<file path="config.mk">
export PLATFORM = sky130hd
export DESIGN_NAME = addsub_arbiter_flat
export DESIGN_NICKNAME = d
export VERILOG_FILES = /design/src/rtl/addsub_arbiter_if.sv /design/src/rtl/addsub_arbiter.sv /design/src/flat_wrapper.sv
export SDC_FILE = /design/constraint.sdc
export NUM_CORES = 1
export LEC_CHECK = 0
export BUFFER_PORTS_ARGS = -buffer_cell sky130_fd_sc_hd__buf_4
export CORE_ASPECT_RATIO = 1.1
export CORE_MARGIN = 10
export CORE_UTILIZATION = 35
export DETAILED_ROUTE_END_ITERATION = 8
export GPL_TIMING_DRIVEN = 0
export MAX_ROUTING_LAYER = met4
export PLACE_DENSITY = 0.57
export SLEW_MARGIN = 0
export SYNTH_ARGS = -nofsm -noshare
export SYNTH_HDL_FRONTEND = slang
export SYNTH_SLANG_ARGS = --single-unit
</file>
<file path="constraint.sdc">
create_clock -name clk -period 4.9 [get_ports clk]
set_clock_uncertainty 0.05 [all_clocks]
set_input_delay 0 -clock clk [delete_from_list [all_inputs] [get_ports clk]]
set_output_delay 0 -clock clk [all_outputs]
set_load 0.005 [all_outputs]
</file>
<file path="src/rtl/addsub_arbiter_if.sv">
// Request/response bundle for addsub_arbiter.
// Handshake rule on every channel: a transfer happens on the rising clock
// edge where valid and ready are both 1. The producer may drop valid before
// the transfer; nothing is latched until the transfer happens.
// dbg_state mirrors the arbiter's EMPTY/FULL state so it can be observed.
interface addsub_arbiter_if;
    logic        req0_valid;
    logic        req0_ready;
    logic [15:0] req0_a;
    logic [15:0] req0_b;
    logic        req0_sub;
    logic        req1_valid;
    logic        req1_ready;
    logic [15:0] req1_a;
    logic [15:0] req1_b;
    logic        req1_sub;
    logic        rsp_valid;
    logic        rsp_ready;
    logic        rsp_id;
    logic [15:0] rsp_sum;
    logic [2:0]  rsp_flag;
    logic        dbg_state;

    // Arbiter side
    modport slave (
        input  req0_valid, req0_a, req0_b, req0_sub,
        input  req1_valid, req1_a, req1_b, req1_sub,
        input  rsp_ready,
        output req0_ready, req1_ready,
        output rsp_valid, rsp_id, rsp_sum, rsp_flag,
        output dbg_state
    );

    // Client / consumer side
    modport master (
        output req0_valid, req0_a, req0_b, req0_sub,
        output req1_valid, req1_a, req1_b, req1_sub,
        output rsp_ready,
        input  req0_ready, req1_ready,
        input  rsp_valid, rsp_id, rsp_sum, rsp_flag,
        input  dbg_state
    );
endinterface

</file>
<file path="src/rtl/addsub_arbiter.sv">
// Two-requester arbiter sharing one 16-bit saturating add/sub unit.
// One operation per cycle, one cycle latency, single shared response register
// tagged with the requester ID. FIXED_PRIO=0 round-robin, 1 = requester 0 wins.
// Optional macro ADDSUB_ARB_STATS_EN adds grant and saturation counters.
module addsub_arbiter #(
    parameter int FIXED_PRIO = 0
) (
    input  logic               clk,
    input  logic               rst,
    addsub_arbiter_if.slave    bus
`ifdef ADDSUB_ARB_STATS_EN
    ,
    output logic [15:0]        stat_grant0,
    output logic [15:0]        stat_grant1,
    output logic [15:0]        stat_sat
`endif
);
    localparam logic [0:0] ST_EMPTY = 1'b0;
    localparam logic [0:0] ST_FULL  = 1'b1;

    logic [0:0]  state_q, state_d;
    logic        last_grant_q, last_grant_d;
    logic [15:0] op_a_q, op_b_q;
    logic        op_sub_q, op_id_q;

    logic        slot_free;
    logic        grant_valid;
    logic        grant_id;
    logic        acc0, acc1, accept;

    logic [16:0] b_ext;
    logic [16:0] sum17;
    logic        ovfl;
    logic [15:0] res_sum;

    // The response register may drain and refill in the same cycle.
    assign slot_free = (state_q == ST_EMPTY) | bus.rsp_ready;

    // Pick the winner from the valids; readiness itself is gated by slot_free.
    always_comb begin
        grant_valid = bus.req0_valid | bus.req1_valid;
        grant_id    = 1'b0;
        if (bus.req0_valid && bus.req1_valid) begin
            grant_id = (FIXED_PRIO != 0) ? 1'b0 : ~last_grant_q;
        end else if (bus.req1_valid) begin
            grant_id = 1'b1;
        end
    end

    assign bus.req0_ready = ~rst & slot_free & grant_valid & ~grant_id;
    assign bus.req1_ready = ~rst & slot_free & grant_valid & grant_id;

    assign acc0   = bus.req0_valid & bus.req0_ready;
    assign acc1   = bus.req1_valid & bus.req1_ready;
    assign accept = acc0 | acc1;

    // EMPTY/FULL transitions and round-robin pointer update.
    always_comb begin
        state_d      = state_q;
        last_grant_d = last_grant_q;
        case (state_q)
            ST_EMPTY: if (accept) state_d = ST_FULL;
            default:  if (bus.rsp_ready && !accept) state_d = ST_EMPTY;
        endcase
        if (accept && (FIXED_PRIO == 0)) last_grant_d = acc1;
    end

    // Operand capture on accept; pointer resets to 1 so requester 0 goes first.
    always_ff @(posedge clk) begin
        if (rst) begin
            state_q      <= ST_EMPTY;
            last_grant_q <= 1'b1;
            op_a_q       <= 16'h0000;
            op_b_q       <= 16'h0000;
            op_sub_q     <= 1'b0;
            op_id_q      <= 1'b0;
        end else begin
            state_q      <= state_d;
            last_grant_q <= last_grant_d;
            if (accept) begin
                op_a_q   <= acc1 ? bus.req1_a   : bus.req0_a;
                op_b_q   <= acc1 ? bus.req1_b   : bus.req0_b;
                op_sub_q <= acc1 ? bus.req1_sub : bus.req0_sub;
                op_id_q  <= acc1;
            end
        end
    end

    // Saturating add/sub on the held operands; 17-bit sign-extended datapath
    // so overflow shows as disagreement of the top two bits.
    always_comb begin
        b_ext   = op_sub_q ? (~{op_b_q[15], op_b_q} + 17'd1) : {op_b_q[15], op_b_q};
        sum17   = {op_a_q[15], op_a_q} + b_ext;
        ovfl    = sum17[16] ^ sum17[15];
        res_sum = sum17[15:0];
        if (ovfl) res_sum = sum17[16] ? 16'h8000 : 16'h7FFF;
    end

    assign bus.rsp_valid = ~rst & (state_q == ST_FULL);
    assign bus.rsp_id    = op_id_q;
    assign bus.rsp_sum   = res_sum;
    assign bus.rsp_flag  = {res_sum[15], ovfl, (res_sum == 16'h0000)};
    assign bus.dbg_state = state_q[0];

`ifdef ADDSUB_ARB_STATS_EN
    logic [15:0] cnt_g0_q, cnt_g1_q, cnt_sat_q;

    // Saturating event counters: accepts per requester, saturated deliveries.
    always_ff @(posedge clk) begin
        if (rst) begin
            cnt_g0_q  <= 16'h0000;
            cnt_g1_q  <= 16'h0000;
            cnt_sat_q <= 16'h0000;
        end else begin
            if (acc0 && cnt_g0_q != 16'hFFFF) cnt_g0_q <= cnt_g0_q + 16'd1;
            if (acc1 && cnt_g1_q != 16'hFFFF) cnt_g1_q <= cnt_g1_q + 16'd1;
            if (bus.rsp_valid && bus.rsp_ready && ovfl && cnt_sat_q != 16'hFFFF)
                cnt_sat_q <= cnt_sat_q + 16'd1;
        end
    end

    assign stat_grant0 = cnt_g0_q;
    assign stat_grant1 = cnt_g1_q;
    assign stat_sat    = cnt_sat_q;
`endif
endmodule

</file>
<file path="src/flat_wrapper.sv">
// flat-port wrapper written by rule: the top's interface ports become plain ports
module addsub_arbiter_flat 
#(
    parameter int FIXED_PRIO = 0
)
  (clk, rst, bus_req0_valid, bus_req0_a, bus_req0_b, bus_req0_sub, bus_req1_valid, bus_req1_a, bus_req1_b, bus_req1_sub, bus_rsp_ready, bus_req0_ready, bus_req1_ready, bus_rsp_valid, bus_rsp_id, bus_rsp_sum, bus_rsp_flag, bus_dbg_state);
  addsub_arbiter_if bus_i ();
  input  logic clk;
  input  logic rst;
  input wire logic [$bits(bus_i.req0_valid)-1:0] bus_req0_valid;
  input wire logic [$bits(bus_i.req0_a)-1:0] bus_req0_a;
  input wire logic [$bits(bus_i.req0_b)-1:0] bus_req0_b;
  input wire logic [$bits(bus_i.req0_sub)-1:0] bus_req0_sub;
  input wire logic [$bits(bus_i.req1_valid)-1:0] bus_req1_valid;
  input wire logic [$bits(bus_i.req1_a)-1:0] bus_req1_a;
  input wire logic [$bits(bus_i.req1_b)-1:0] bus_req1_b;
  input wire logic [$bits(bus_i.req1_sub)-1:0] bus_req1_sub;
  input wire logic [$bits(bus_i.rsp_ready)-1:0] bus_rsp_ready;
  output wire logic [$bits(bus_i.req0_ready)-1:0] bus_req0_ready;
  output wire logic [$bits(bus_i.req1_ready)-1:0] bus_req1_ready;
  output wire logic [$bits(bus_i.rsp_valid)-1:0] bus_rsp_valid;
  output wire logic [$bits(bus_i.rsp_id)-1:0] bus_rsp_id;
  output wire logic [$bits(bus_i.rsp_sum)-1:0] bus_rsp_sum;
  output wire logic [$bits(bus_i.rsp_flag)-1:0] bus_rsp_flag;
  output wire logic [$bits(bus_i.dbg_state)-1:0] bus_dbg_state;
  assign bus_i.req0_valid = bus_req0_valid;
  assign bus_i.req0_a = bus_req0_a;
  assign bus_i.req0_b = bus_req0_b;
  assign bus_i.req0_sub = bus_req0_sub;
  assign bus_i.req1_valid = bus_req1_valid;
  assign bus_i.req1_a = bus_req1_a;
  assign bus_i.req1_b = bus_req1_b;
  assign bus_i.req1_sub = bus_req1_sub;
  assign bus_i.rsp_ready = bus_rsp_ready;
  assign bus_req0_ready = bus_i.req0_ready;
  assign bus_req1_ready = bus_i.req1_ready;
  assign bus_rsp_valid = bus_i.rsp_valid;
  assign bus_rsp_id = bus_i.rsp_id;
  assign bus_rsp_sum = bus_i.rsp_sum;
  assign bus_rsp_flag = bus_i.rsp_flag;
  assign bus_dbg_state = bus_i.dbg_state;
  addsub_arbiter #(.FIXED_PRIO(FIXED_PRIO)) u_core (.clk(clk), .rst(rst), .bus(bus_i));
endmodule
</file>
==> results.ini, run 1 <==
[run_status]
run_status = finished clean

[yosys]
post_synth_instance_area_mm2 = 0.00300
synth-edff-count = 0
synthTopCellsByArea = sky130_fd_sc_hd__dfxtp_1 (24%), sky130_fd_sc_hd__mux2i_1 (11%), sky130_fd_sc_hd__a211oi_1 (9.8%)
synth_top_cell_area_share = 0.241
ys.flop_type = sky130_fd_sc_hd__dfxtp_1
postSynthCellCount = 348
synth_largest_area_cell = sky130_fd_sc_hd__dfxtp_1
synthesized_net_count = 437
netlist-cell-type-count = 51
synth.yosys.seq_area_share = 0.241
synthesis.yosys.warnings = 0
synth_area_per_cell_um2 = 8.61
postSynth.asyncResetShare = 0
ys_seq_elements = 36

[cells_and_area]
seq_area_um2 = 721
layout_common_cells = sky130_fd_sc_hd__buf_4 (96), sky130_fd_sc_hd__nor2_1 (43), sky130_fd_sc_hd__a211oi_1 (39)
layout_commonest_cell = sky130_fd_sc_hd__buf_4
post_route_cells_drive_above_1_share = 0.270
syn_to_final_growth_pct = 31.9
num-fill-cells = 852
multi_input_comb_area_mm2 = 0.00215
total_nets_final = 540
insertedDiodeCount = 0
final_design_area_no_fill_mm2 = 0.00395

[pwr]
maximum_vdd_ir_drop_uv = 106
leakage_nw = 1.72
fin_total_pwr_mw = 1.20
power_density_mw_per_mm2 = 303

[clock_tree]
clkSinkCount = 36
htree_num_levels = 2
clockBufferDepth = 2
cts.clk_slew.worst_paths_ns = 0.08
tritoncts = done
clock_tree.root_cell = sky130_fd_sc_hd__clkbuf_8
number_of_post_cts_setup_repair_buffers = 0
clkLatencyLatePin_ns = 0.29
numCtsBuffers = 5

[timing]
rsz0062_at_grt = false
setup_viol_count_final = 0
slew_viol_final = 0
setup-tns-final_ns = 0
fmax_achieved_mhz = 227
final-hold-violation-count = 0
holdWs_ns = 0.00646
timing.max_slew.rel_slack = 0.514
final_min_period_over_clock_period = 0.899
worst_pin_slew_ns = 0.729
final_period_minus_worst_setup_slack_ns = 4.40

[grt]
grt_overflow_total = 0
grt.total_usage = 0.135
grt_pass1_wl_mm = 13.5
antenna_violations_before_repair = 0
grt_max_degree = 13
via_count_of_the_first_global_routing_pass = 2901

[detailed_routing]
drc = 0
drt-pass1-iter-count = 4
final_antenna_net_count = 0
drt_iter0_drc = 92
routed_wl_mm = 8.49
via_per_inst = 5.07
via_count = 2853
routedWlPerCell_um = 15.1

[worst_setup_path]
worst_r2r_startpoint = u_core.last_grant_q$_SDFFE_PP1P_
crit_required_ns = 4.85
worst-endpoint-arrival_ns = 4.35
critical_path_peak_fanout = 10
worstSetupEndpointType = output port
critical_path_source_type = register
worstSetupStartpoint = u_core.op_sub_q$_SDFFE_PP0P_
timing.setup.critical_path_class = register to output port

[floorplan]
core_area_mm2 = 0.00836
die_height_um = 117
floorplan.die_area_mm2 = 0.0127
die_x_um = 108
start_util = 0.358
num_rows = 35
io-pin-count = 95

[min_path]
holdCritPathClass = input port to register
min_from = bus_req0_a[0]

[place]
place_congestion = 0.853
dpl_cell_area_mm2 = 0.00384
port_buffers = 94
dp_hpwl_mm = 7.36

[run]
drv_cap = 0

==> metrics by stage <==
step / worst slack [ns] / util / std cells
5_1_grt: 0.163 / 0.472 / 563
3_5_place_dp: 0.673 / 0.459 / 553
6_report: 0.496 / 0.472 / 563
3_3_place_gp: 0.683 / 0.459 / 553
4_1_cts: 0.341 / 0.472 / 563
2_1_floorplan: 1.41 / - / 348
==> report_power, final <==
| part | internal [mW] | switching (mW) | total, mW |
|---|---|---|---|
| registers | 0.317 | 0.0264 | 0.344 |
| clock network | 0.101 | 0.112 | 0.213 |
| logic | 0.341 | 0.298 | 0.639 |
| total | 0.760 | 0.436 | 1.20 |
==> flip-flops by register name (all words and copies together) (netlist names) <==
signal / count
u_core.op_b_q: 16
u_core.op_sub_q: 1
u_core.last_grant_q: 1
u_core.op_a_q: 16
u_core.bus.rsp_id: 1
u_core.bus.dbg_state: 1
==> critical path, cell delays in order, from the launching register on <==
cell and delay [ns]:
sky130_fd_sc_hd__dfxtp_1 0.32, sky130_fd_sc_hd__clkbuf_1 0.31, sky130_fd_sc_hd__clkbuf_2 0.31, sky130_fd_sc_hd__o31ai_1 0.12, sky130_fd_sc_hd__xnor2_1 0.14, sky130_fd_sc_hd__ha_1 0.34
sky130_fd_sc_hd__and3_1 0.20, sky130_fd_sc_hd__a211oi_2 0.41, sky130_fd_sc_hd__o21ai_0 0.22, sky130_fd_sc_hd__a2111oi_0 0.54, sky130_fd_sc_hd__nor3b_1 0.20, sky130_fd_sc_hd__nor2_2 0.32
sky130_fd_sc_hd__buf_2 0.29, sky130_fd_sc_hd__xnor2_1 0.14, sky130_fd_sc_hd__buf_4 0.12, sky130_fd_sc_hd__buf_4 0.09
==> kinds of logic after synthesis <==
logic type / after synthesis / synth area share
compound gates: 96 / 0.238
simple gates: 93 / 0.150
flops: 36 / 0.241
mux: 34 / 0.114
fa+ha+maj: 33 / 0.131
xor+xnor: 28 / 0.0869
buf+inv: 28 / 0.0405
==> area by class of cell <==
class | count | area share
buffer | 22 | 0.0253
clock buffer | 6 | 0.0184
clock inverter | 2 | 0.00412
inverter | 6 | 0.00570
multi-input combinational | 284 | 0.545
sequential | 36 | 0.182
tap | 111 | 0.0352
timing repair buffer | 96 | 0.184
==> per-layer routing <==
layer / routed length (um) / GRT usage / part of all wire / up-vias
met3: 399 / 0.0263 / 0.047 / 7
met2: 3950 / 0.215 / 0.46 / 77
met4: 85 / 0.0357 / 0.010 / 0
met5: 0 / - / 0 / -
li1: - / - / - / 1503
met1: 4060 / 0.170 / 0.48 / 1266
==> cell usage after synthesis (all sizes together) (2+ instances only) <==
cell type	instances
nor3	5
xor2	7
and2	6
nand3	3
o41ai	3
a21o	9
a2111oi	3
nor2	44
nor4	2
nand2b	2
a211o	2
mux2i	33
a21oi	10
or3	5
buf	5
or4	4
ha	17
maj3	15
a211oi	40
nor2b	3
nand2	13
o21a	3
clkbuf	17
nand4	2
a22o	2
o211ai	4
and3	2
o31ai	6
dfxtp	36
xnor2	21
o21ai	9
inv	6
==> repair_timing <==
action | CTS | global route
setup endpoints to repair | 0 | 1
endpoints found under the hold margin | 1 | 0
hold buffers | 2 | 0
resized for setup | 0 | 2
==> path summary, 6_finish.rpt <==
| path | endpoint | slack [ns] | cells past startpoint |
|---|---|---|---|
| worst min-delay path | u_core.op_a_q[0]$_SDFFE_PP0P_ | 0.006 | 3 |
| worst max register to register | u_core.op_b_q[3]$_SDFFE_PP0P_ | 2.86 | 5 |
| worst max-delay path | bus_rsp_flag[1] | 0.50 | 15 |
| worst min register to register | u_core.last_grant_q$_SDFFE_PP1P_ | 0.43 | 1 |
Power figures use the tool's default switching activity.
==> run 2, diff against run 1 <==
--- a/config.mk
+++ b/config.mk
@@ -5,6 +5,7 @@
 export SDC_FILE = /design/constraint.sdc
 export NUM_CORES = 1
 export LEC_CHECK = 0
+export ABC_AREA = 1
 export BUFFER_PORTS_ARGS = -buffer_cell sky130_fd_sc_hd__buf_4
 export CORE_ASPECT_RATIO = 1.1
 export CORE_MARGIN = 10
==> run 2 against run 1 <==
Flip-flop and latch count unchanged. Sequential share of layout area shrank 2.8 points. Area after synthesis grew 1.9%. Count of clock-buffer cells in the layout up 1. Sequential power fell by 3%. Register-to-register slack got worse by 0.52 ns. Setup slack gained 0.62 ns. Combinational power shrank 14%. Fmax is 16% higher. Synthesized cell count grew 45%. Critical path type unchanged. Critical endpoint unchanged.
==> results.ini, run 2 <==
[grt]
antenna_violations_before_repair = 0  ; unchanged
grt_pass1_wl_mm = 17.4  ; +28%
grt_max_degree = 11  ; -2
grt.total_usage = 0.168  ; +0.0327
via_count_of_the_first_global_routing_pass = 3668  ; +26%
grt_overflow_total = 0  ; unchanged

[cells_and_area]
layout_common_cells = sky130_fd_sc_hd__nand2_1 (206), sky130_fd_sc_hd__buf_4 (97), sky130_fd_sc_hd__dlygate4sd3_1 (69)
syn_to_final_growth_pct = 53.2
post_route_cells_drive_above_1_share = 0.210  ; -0.0604
largest_registers = u_core.op_a_q: 16 flops, u_core.op_b_q: 16 flops
layout_commonest_cell = sky130_fd_sc_hd__nand2_1
instances_no_fill = 784  ; +39%
insertedDiodeCount = 0  ; unchanged
total_nets_final = 762  ; +41%

[worst_setup_path]
timing.critical_path.max_delay_family = simple AND/OR/NAND/NOR gates
worst-endpoint-arrival_ns = 3.73  ; -0.62 ns
crit_required_ns = 4.85  ; about the same
worstSetupEndpointType = output port
crit_path_cells = nor3_1, nand2_1, nor3_1, nand2_1, nor3_1, nor2_1, a21oi_1, xor2_1, ha_1, nand2_1, inv_1, nand2_1, nand2_1, a21oi_1, nand2_2, nand3_2, nand2_2, nand3_2, buf_2, nand2_1, buf_4, buf_4
ff2ff_path_depth = 11  ; +6
critical_path_source_type = register
critPathBufInv = 4  ; -1
worst-path-stages = 22  ; +7
slowest_stage_cell_crit_path = sky130_fd_sc_hd__dfxtp_1
critical_path_peak_fanout = 10  ; unchanged
critPathMaxStageDelay_ns = 0.34  ; -0.20 ns
timing.setup.critical_path_class = register to output port
timing.critical_path.mode_cell = sky130_fd_sc_hd__nand2_1

[yosys]
synth_commonest_cells = sky130_fd_sc_hd__nand2_1 (206), sky130_fd_sc_hd__inv_1 (56), sky130_fd_sc_hd__dfxtp_1 (36)
synthesis.yosys.warnings = 0  ; unchanged
synth.yosys.seq_area_share = 0.236  ; -0.00454
ys.flop_type = sky130_fd_sc_hd__dfxtp_1
postSynthCellCount = 504  ; +45%
synth_largest_area_cell = sky130_fd_sc_hd__nand2_1
post-synth-top-count-cell = sky130_fd_sc_hd__nand2_1
synthTopCellsByArea = sky130_fd_sc_hd__nand2_1 (25%), sky130_fd_sc_hd__dfxtp_1 (24%), sky130_fd_sc_hd__ha_1 (7.0%)
netlist-cell-type-count = 38  ; -25%
post_synth_instance_area_mm2 = 0.00305  ; +1.9%
synth_area_per_cell_um2 = 6.06  ; -30%
synth_top_cell_area_share = 0.253  ; +0.0127
postSynth.asyncResetShare = 0  ; unchanged
ys_seq_elements = 36  ; unchanged
synth-edff-count = 0  ; unchanged
synthesized_net_count = 593  ; +36%

[clock_tree]
clkSinkCount = 36  ; unchanged
numCtsBuffers = 5  ; unchanged
clock_tree.root_cell = sky130_fd_sc_hd__clkbuf_8
number_of_post_cts_setup_repair_buffers = 0  ; unchanged
clkLatencyLatePin_ns = 0.29  ; about the same
tritoncts = done
clockBufferDepth = 2  ; unchanged
cts.clk_slew.worst_paths_ns = 0.08  ; about the same
htree_num_levels = 2  ; unchanged

[run_status]
run_status = finished clean

[detailed_routing]
final_antenna_net_count = 0  ; unchanged
via_per_inst = 4.62  ; -8.8%
drt-pass1-iter-count = 4  ; unchanged
routed_wl_mm = 10.3  ; +22%
drt_iter0_drc = 190  ; +110%
drc = 0  ; unchanged
routedWlPerCell_um = 13.2  ; -13%
via_count = 3623  ; +27%

[place]
dp_hpwl_mm = 8.13  ; +10%
place_congestion = 0.848  ; -0.59%
post-place-cells = 708  ; +28%
port_buffers = 93  ; -1.1%

[floorplan]
die_height_um = 118  ; +0.79%
core_area_mm2 = 0.00845  ; +1.0%
floorplan.die_area_mm2 = 0.0129  ; +1.6%
num_rows = 35  ; unchanged
die_x_um = 109  ; +0.78%
io-pin-count = 95  ; unchanged
start_util = 0.361  ; +0.00310

[timing]
setup-tns-final_ns = 0  ; unchanged
slew_viol_final = 0  ; unchanged
final_min_period_over_clock_period = 0.772  ; -0.126
fmax_achieved_mhz = 264  ; +16%
final-hold-violation-count = 0  ; unchanged
setup_viol_count_final = 0  ; unchanged
worst_pin_slew_ns = 0.623  ; -0.106 ns
timing.max_slew.rel_slack = 0.585  ; +0.0706
rsz0062_at_grt = false
final_period_minus_worst_setup_slack_ns = 3.78  ; -0.619 ns

[pwr]
power_density_mw_per_mm2 = 239  ; -21%
leakage_nw = 2.56  ; +49%
maximum_vdd_ir_drop_uv = 119  ; +13%

[min_path]
holdCritPathClass = input port to register
min_path_cells = 5  ; +2

[run]
drv_cap = 0  ; unchanged

==> run 2: cell count changes after synthesis, moves of 9 or more <==
cell / before / now
sky130_fd_sc_hd__nand2_1: 13 / 206
sky130_fd_sc_hd__inv_1: 6 / 56
sky130_fd_sc_hd__a211oi_1: 39 / 0
sky130_fd_sc_hd__mux2i_1: 33 / 0
sky130_fd_sc_hd__nand3_1: 3 / 23
sky130_fd_sc_hd__xnor2_1: 20 / 4
sky130_fd_sc_hd__a31oi_1: 0 / 15
sky130_fd_sc_hd__xor2_1: 6 / 20
sky130_fd_sc_hd__clkbuf_1: 17 / 4
sky130_fd_sc_hd__nor2_1: 43 / 30
sky130_fd_sc_hd__nand2_2: 0 / 12
sky130_fd_sc_hd__a21o_1: 9 / 0
sky130_fd_sc_hd__a21oi_1: 10 / 19
==> run 2: cell type report <==
type / instances / area (um^2)
Buffer: 17 / 87.6
Clock buffer: 7 / 96.3
Fill cell: 840 / 3770
Inverter: 62 / 233
Multi-Input combinational cell: 389 / 2010
Sequential cell: 36 / 721
Tap cell: 111 / 139
Timing Repair Buffer: 162 / 1390
==> run 2: per-stage QoR <==
step                hold slack (ns)  worst slack, ns  instance area (um^2)  total power [mW]  utilization
floorplan                    0.0878             2.03                  3050             0.622            -
finish                        0.335             1.12                  4680              1.12        0.553
CTS                           0.340             1.08                  4680              1.12        0.553
detailed placement            0.182             1.40                  3890             0.831        0.460
global placement              0.178             1.44                  3890             0.827        0.460
global route                  0.428            0.606                  4680              1.20        0.553
==> run 2: worst reg2reg max path: cells and delay by family, from the launching register on <==
| family | cells | cell delay [ns] |
|---|---|---|
| AND/OR/NAND/NOR | 6 | 0.93 |
| flip-flops | 1 | 0.31 |
| buffers and inverters | 5 | 1.22 |
==> run 2: kinds of logic (layout without fill, tap and decap cells) <==
group,Yosys count,after routing,share of synthesized area
XOR/XNOR,24,24,0.0689
buffers and inverters,79,248,0.105
AND/OR/NAND/NOR,290,290,0.404
adder cells (fa/ha/maj),18,18,0.0762
flip-flops,36,36,0.236
AO/OA/AOI/OAI,57,57,0.110
==> run 2: repair_timing <==
action | 4_1_cts | 5_1_grt
resized for setup | 0 | 0
hold buffers | 69 | 0
endpoints found under the hold margin | 35 | 0
==> run 2: layer usage <==
metal	part of all wire	GRT usage
met4	0.011	0.0404
met1	0.45	0.207
met5	0	-
met3	0.047	0.0230
met2	0.49	0.278
==> run 2: power breakdown <==
group	switching, mW	total (mW)	internal [mW]
clock network	0.113	0.239	0.125
logic	0.268	0.548	0.280
registers	0.0187	0.332	0.313
==> run 2: path summary, 6_finish.rpt <==
| check | from | endpoint | slack [ns] |
|---|---|---|---|
| min reg2reg | u_core.last_grant_q$_SDFFE_PP1P_ | u_core.last_grant_q$_SDFFE_PP1P_ | 0.44 |
| max reg2reg | u_core.bus.dbg_state$_SDFF_PP0_ | u_core.op_a_q[15]$_SDFFE_PP0P_ | 2.34 |
| max | u_core.op_b_q[0]$_SDFFE_PP0P_ | bus_rsp_flag[1] | 1.12 |
| min | bus_req1_valid | u_core.bus.rsp_id$_SDFFE_PP0P_ | 0.33 |
==> run 3, diff against run 2 <==
--- a/config.mk
+++ b/config.mk
@@ -5,7 +5,7 @@
 export SDC_FILE = /design/constraint.sdc
 export NUM_CORES = 1
 export LEC_CHECK = 0
-export ABC_AREA = 1
+export ABC_AREA = 0
 export BUFFER_PORTS_ARGS = -buffer_cell sky130_fd_sc_hd__buf_4
 export CORE_ASPECT_RATIO = 1.1
 export CORE_MARGIN = 10
==> constraint.sdc (replaced) <==
create_clock -name clk -period 3.9 [get_ports clk]
set_clock_uncertainty 0.05 [all_clocks]
set_input_delay 0 -clock clk [delete_from_list [all_inputs] [get_ports clk]]
set_output_delay 0 -clock clk [all_outputs]
set_load 0.005 [all_outputs]
==> run 3 against run 2 <==
Flip-flop and latch count unchanged. First-iteration DRC count shrank 62%. Register-to-register slack worse by 0.49 ns. Highest routed layer unchanged. Cell count decreased by 26%. The run now ends with hold timing left. Wire length is 13% lower. Cell area decreased by 4.0%. Via count down 18%. Die area is 1.6% lower. Non-clock buffer count fell by 42. Critical path type unchanged. Power rose by 51%. Sequential share of layout area up 1.1 points.
==> results.ini, run 3 (synthesis results as in run 1) <==
[clock_tree]
htree_num_levels = 2  ; unchanged
clock_tree.root_cell = sky130_fd_sc_hd__clkbuf_8
cts.clk_slew.worst_paths_ns = 0.08  ; about the same
clkLatencyLatePin_ns = 0.29  ; about the same
clockBufferDepth = 2  ; unchanged
numCtsBuffers = 5  ; unchanged
clkSinkCount = 36  ; unchanged
tritoncts = done

[detailed_routing]
drt_iter0_drc = 73  ; -62%
final_antenna_net_count = 0  ; unchanged
drt-pass1-iter-count = 4  ; unchanged
via_per_inst = 5.08  ; +9.9%
via_count = 2955  ; -18%
routedWlPerCell_um = 15.4  ; +17%
drc = 0  ; unchanged
routed_wl_mm = 8.98  ; -13%

[place]
port_buffers = 94  ; +1.1%
place_congestion = 0.853  ; +0.59%
post-place-cells = 553  ; -22%
dp_hpwl_mm = 7.36  ; -9.4%

[timing]
rsz0062_at_grt = true
final_min_period_over_clock_period = 0.974
worst_pin_slew_ns = 0.729  ; +0.106 ns
fmax_achieved_mhz = 263
timing.max_slew.rel_slack = 0.514  ; -0.0706
setup_viol_count_final = 0  ; unchanged
slew_viol_final = 0  ; unchanged
final-hold-violation-count = 1  ; +1
holdWs_ns = -0.000907  ; -0.336 ns
final_period_minus_worst_setup_slack_ns = 3.80
setup-tns-final_ns = 0  ; unchanged

[grt]
via_count_of_the_first_global_routing_pass = 2933  ; -20%
grt_max_degree = 13  ; +2
grt_pass1_wl_mm = 13.8  ; -21%
grt.total_usage = 0.137  ; -0.0306
grt_overflow_total = 0  ; unchanged
antenna_violations_before_repair = 0  ; unchanged

[worst_setup_path]
timing.setup.critical_path_class = register to output port
timing.critical_path.mode_cell = sky130_fd_sc_hd__a21o_1
timing.critical_path.max_delay_family = simple AND/OR/NAND/NOR gates
crit_required_ns = 3.85  ; -1.00 ns
crit_path_cells = or4_4, o21ai_4, xnor2_2, ha_1, a21o_1, a21o_1, a21o_1, or3_4, a21oi_4, xnor2_4, buf_6, nor4b_2, buf_4
critPathMaxStageDelay_ns = 0.59  ; +0.25 ns
worst-endpoint-arrival_ns = 3.75  ; +0.02 ns
critical_path_source_type = register
critPathBufInv = 2  ; -2
worstSetupEndpointType = output port
slowest_stage_cell_crit_path = sky130_fd_sc_hd__or4_4
critical_path_peak_fanout = 10  ; unchanged

[floorplan]
die_height_um = 117  ; -0.79%
num_rows = 35  ; unchanged
core_area_mm2 = 0.00836  ; -1.0%
io-pin-count = 95  ; unchanged
start_util = 0.358  ; -0.00310
floorplan.die_area_mm2 = 0.0127  ; -1.6%
die_x_um = 108  ; -0.77%

[cells_and_area]
largest_registers = u_core.op_a_q: 16 flops, u_core.op_b_q: 16 flops
post_route_cells_drive_above_1_share = 0.416  ; +0.207
total_nets_final = 559  ; -27%
insertedDiodeCount = 0  ; unchanged
num-fill-cells = 780  ; -7.1%
seq_area_um2 = 742  ; +3.0%
multi_input_comb_area_mm2 = 0.00250  ; +24%
syn_to_final_growth_pct = 49.8
layout_commonest_cell = sky130_fd_sc_hd__buf_4
instances_no_fill = 582  ; -26%
layout_common_cells = sky130_fd_sc_hd__buf_4 (113), sky130_fd_sc_hd__nor2_1 (42), sky130_fd_sc_hd__a211oi_1 (36)

[pwr]
maximum_vdd_ir_drop_uv = 142  ; +19%
leakage_nw = 1.90  ; -26%
power_density_mw_per_mm2 = 377  ; +57%

[min_path]
holdCritPathClass = input port to register

[run]
drv_cap = 0  ; unchanged

[run_status]
violated_checks = hold timing
run_status = finished, violations left

-- run 3: changes by cell type in the layout (fill, tap and decap cells not counted), sizes merged, moves of 17 or more --
cell,delta
a211oi,+40
dlygate4sd3,-67
inv,-56
mux2i,+33
nand2,-206
nand3,-23
xnor2,+17
-- run 3: tightest hold or removal path: stages --
cell and delay, ns:
sky130_fd_sc_hd__buf_4 0.11, sky130_fd_sc_hd__mux2i_1 0.12, sky130_fd_sc_hd__a211oi_1 0.08
-- run 3: report_power, final --
group	switching, mW	internal (mW)	leakage [nW]	total [mW]
Clock	0.140	0.127	0.0414	0.267
Combinational	0.435	0.544	1.56	0.979
Sequential	0.0453	0.399	0.302	0.445
-- run 3: worst paths after layout --
kind | startpoint | end | slack [ns] | cells past startpoint
worst max-delay path | u_core.op_b_q[9]$_SDFFE_PP0P_ | bus_rsp_flag[0] | 0.10 | 13
worst min-delay path | bus_req0_b[5] | u_core.op_b_q[5]$_SDFFE_PP0P_ | -0.0009 | 3
worst max register to register | u_core.last_grant_q$_SDFFE_PP1P_ | u_core.op_b_q[3]$_SDFFE_PP0P_ | 1.85 | 5
worst min register to register | u_core.last_grant_q$_SDFFE_PP1P_ | u_core.last_grant_q$_SDFFE_PP1P_ | 0.43 | 1
-- run 3: repair_timing --
action	in CTS	in global routing
hold buffers	2	0
endpoints found under the setup margin	19	19
resized for setup	24	64
buffers inserted	5	17
hold endpoints to repair	1	0
pin swaps	7	35
-- run 3: layout make-up --
| cell class | count | area share |
|---|---|---|
| Timing Repair Buffer | 117 | 0.200 |
| Clock buffer | 6 | 0.0162 |
| Inverter | 6 | 0.00613 |
| Buffer | 20 | 0.0212 |
| Clock inverter | 2 | 0.00362 |
| Tap cell | 111 | 0.0309 |
| Sequential cell | 36 | 0.165 |
| Multi-Input combinational cell | 284 | 0.556 |
-- run 3: layer usage --
| layer | GRT usage | wire (um) | vias to the layer above |
|---|---|---|---|
| met3 | 0.0263 | 390 | 13 |
| met4 | 0.0348 | 112 | 0 |
| li1 | - | - | 1542 |
| met2 | 0.220 | 4220 | 73 |
| met5 | - | 0 | - |
| met1 | 0.172 | 4260 | 1327 |
-- run 3: metrics by stage --
stage	worst slack (ns)	util	area (um^2)	power [mW]	hold slack, ns
3_3_place_gp	-0.317	0.459	3840	1.25	0.212
2_1_floorplan	0.407	-	3000	0.948	0.0746
6_report	0.103	0.537	4490	1.69	-0.000907
3_5_place_dp	-0.327	0.459	3840	1.25	0.190
4_1_cts	0.000377	0.488	4080	1.57	0.00453
5_1_grt	-0.0394	0.537	4490	1.81	0.0122
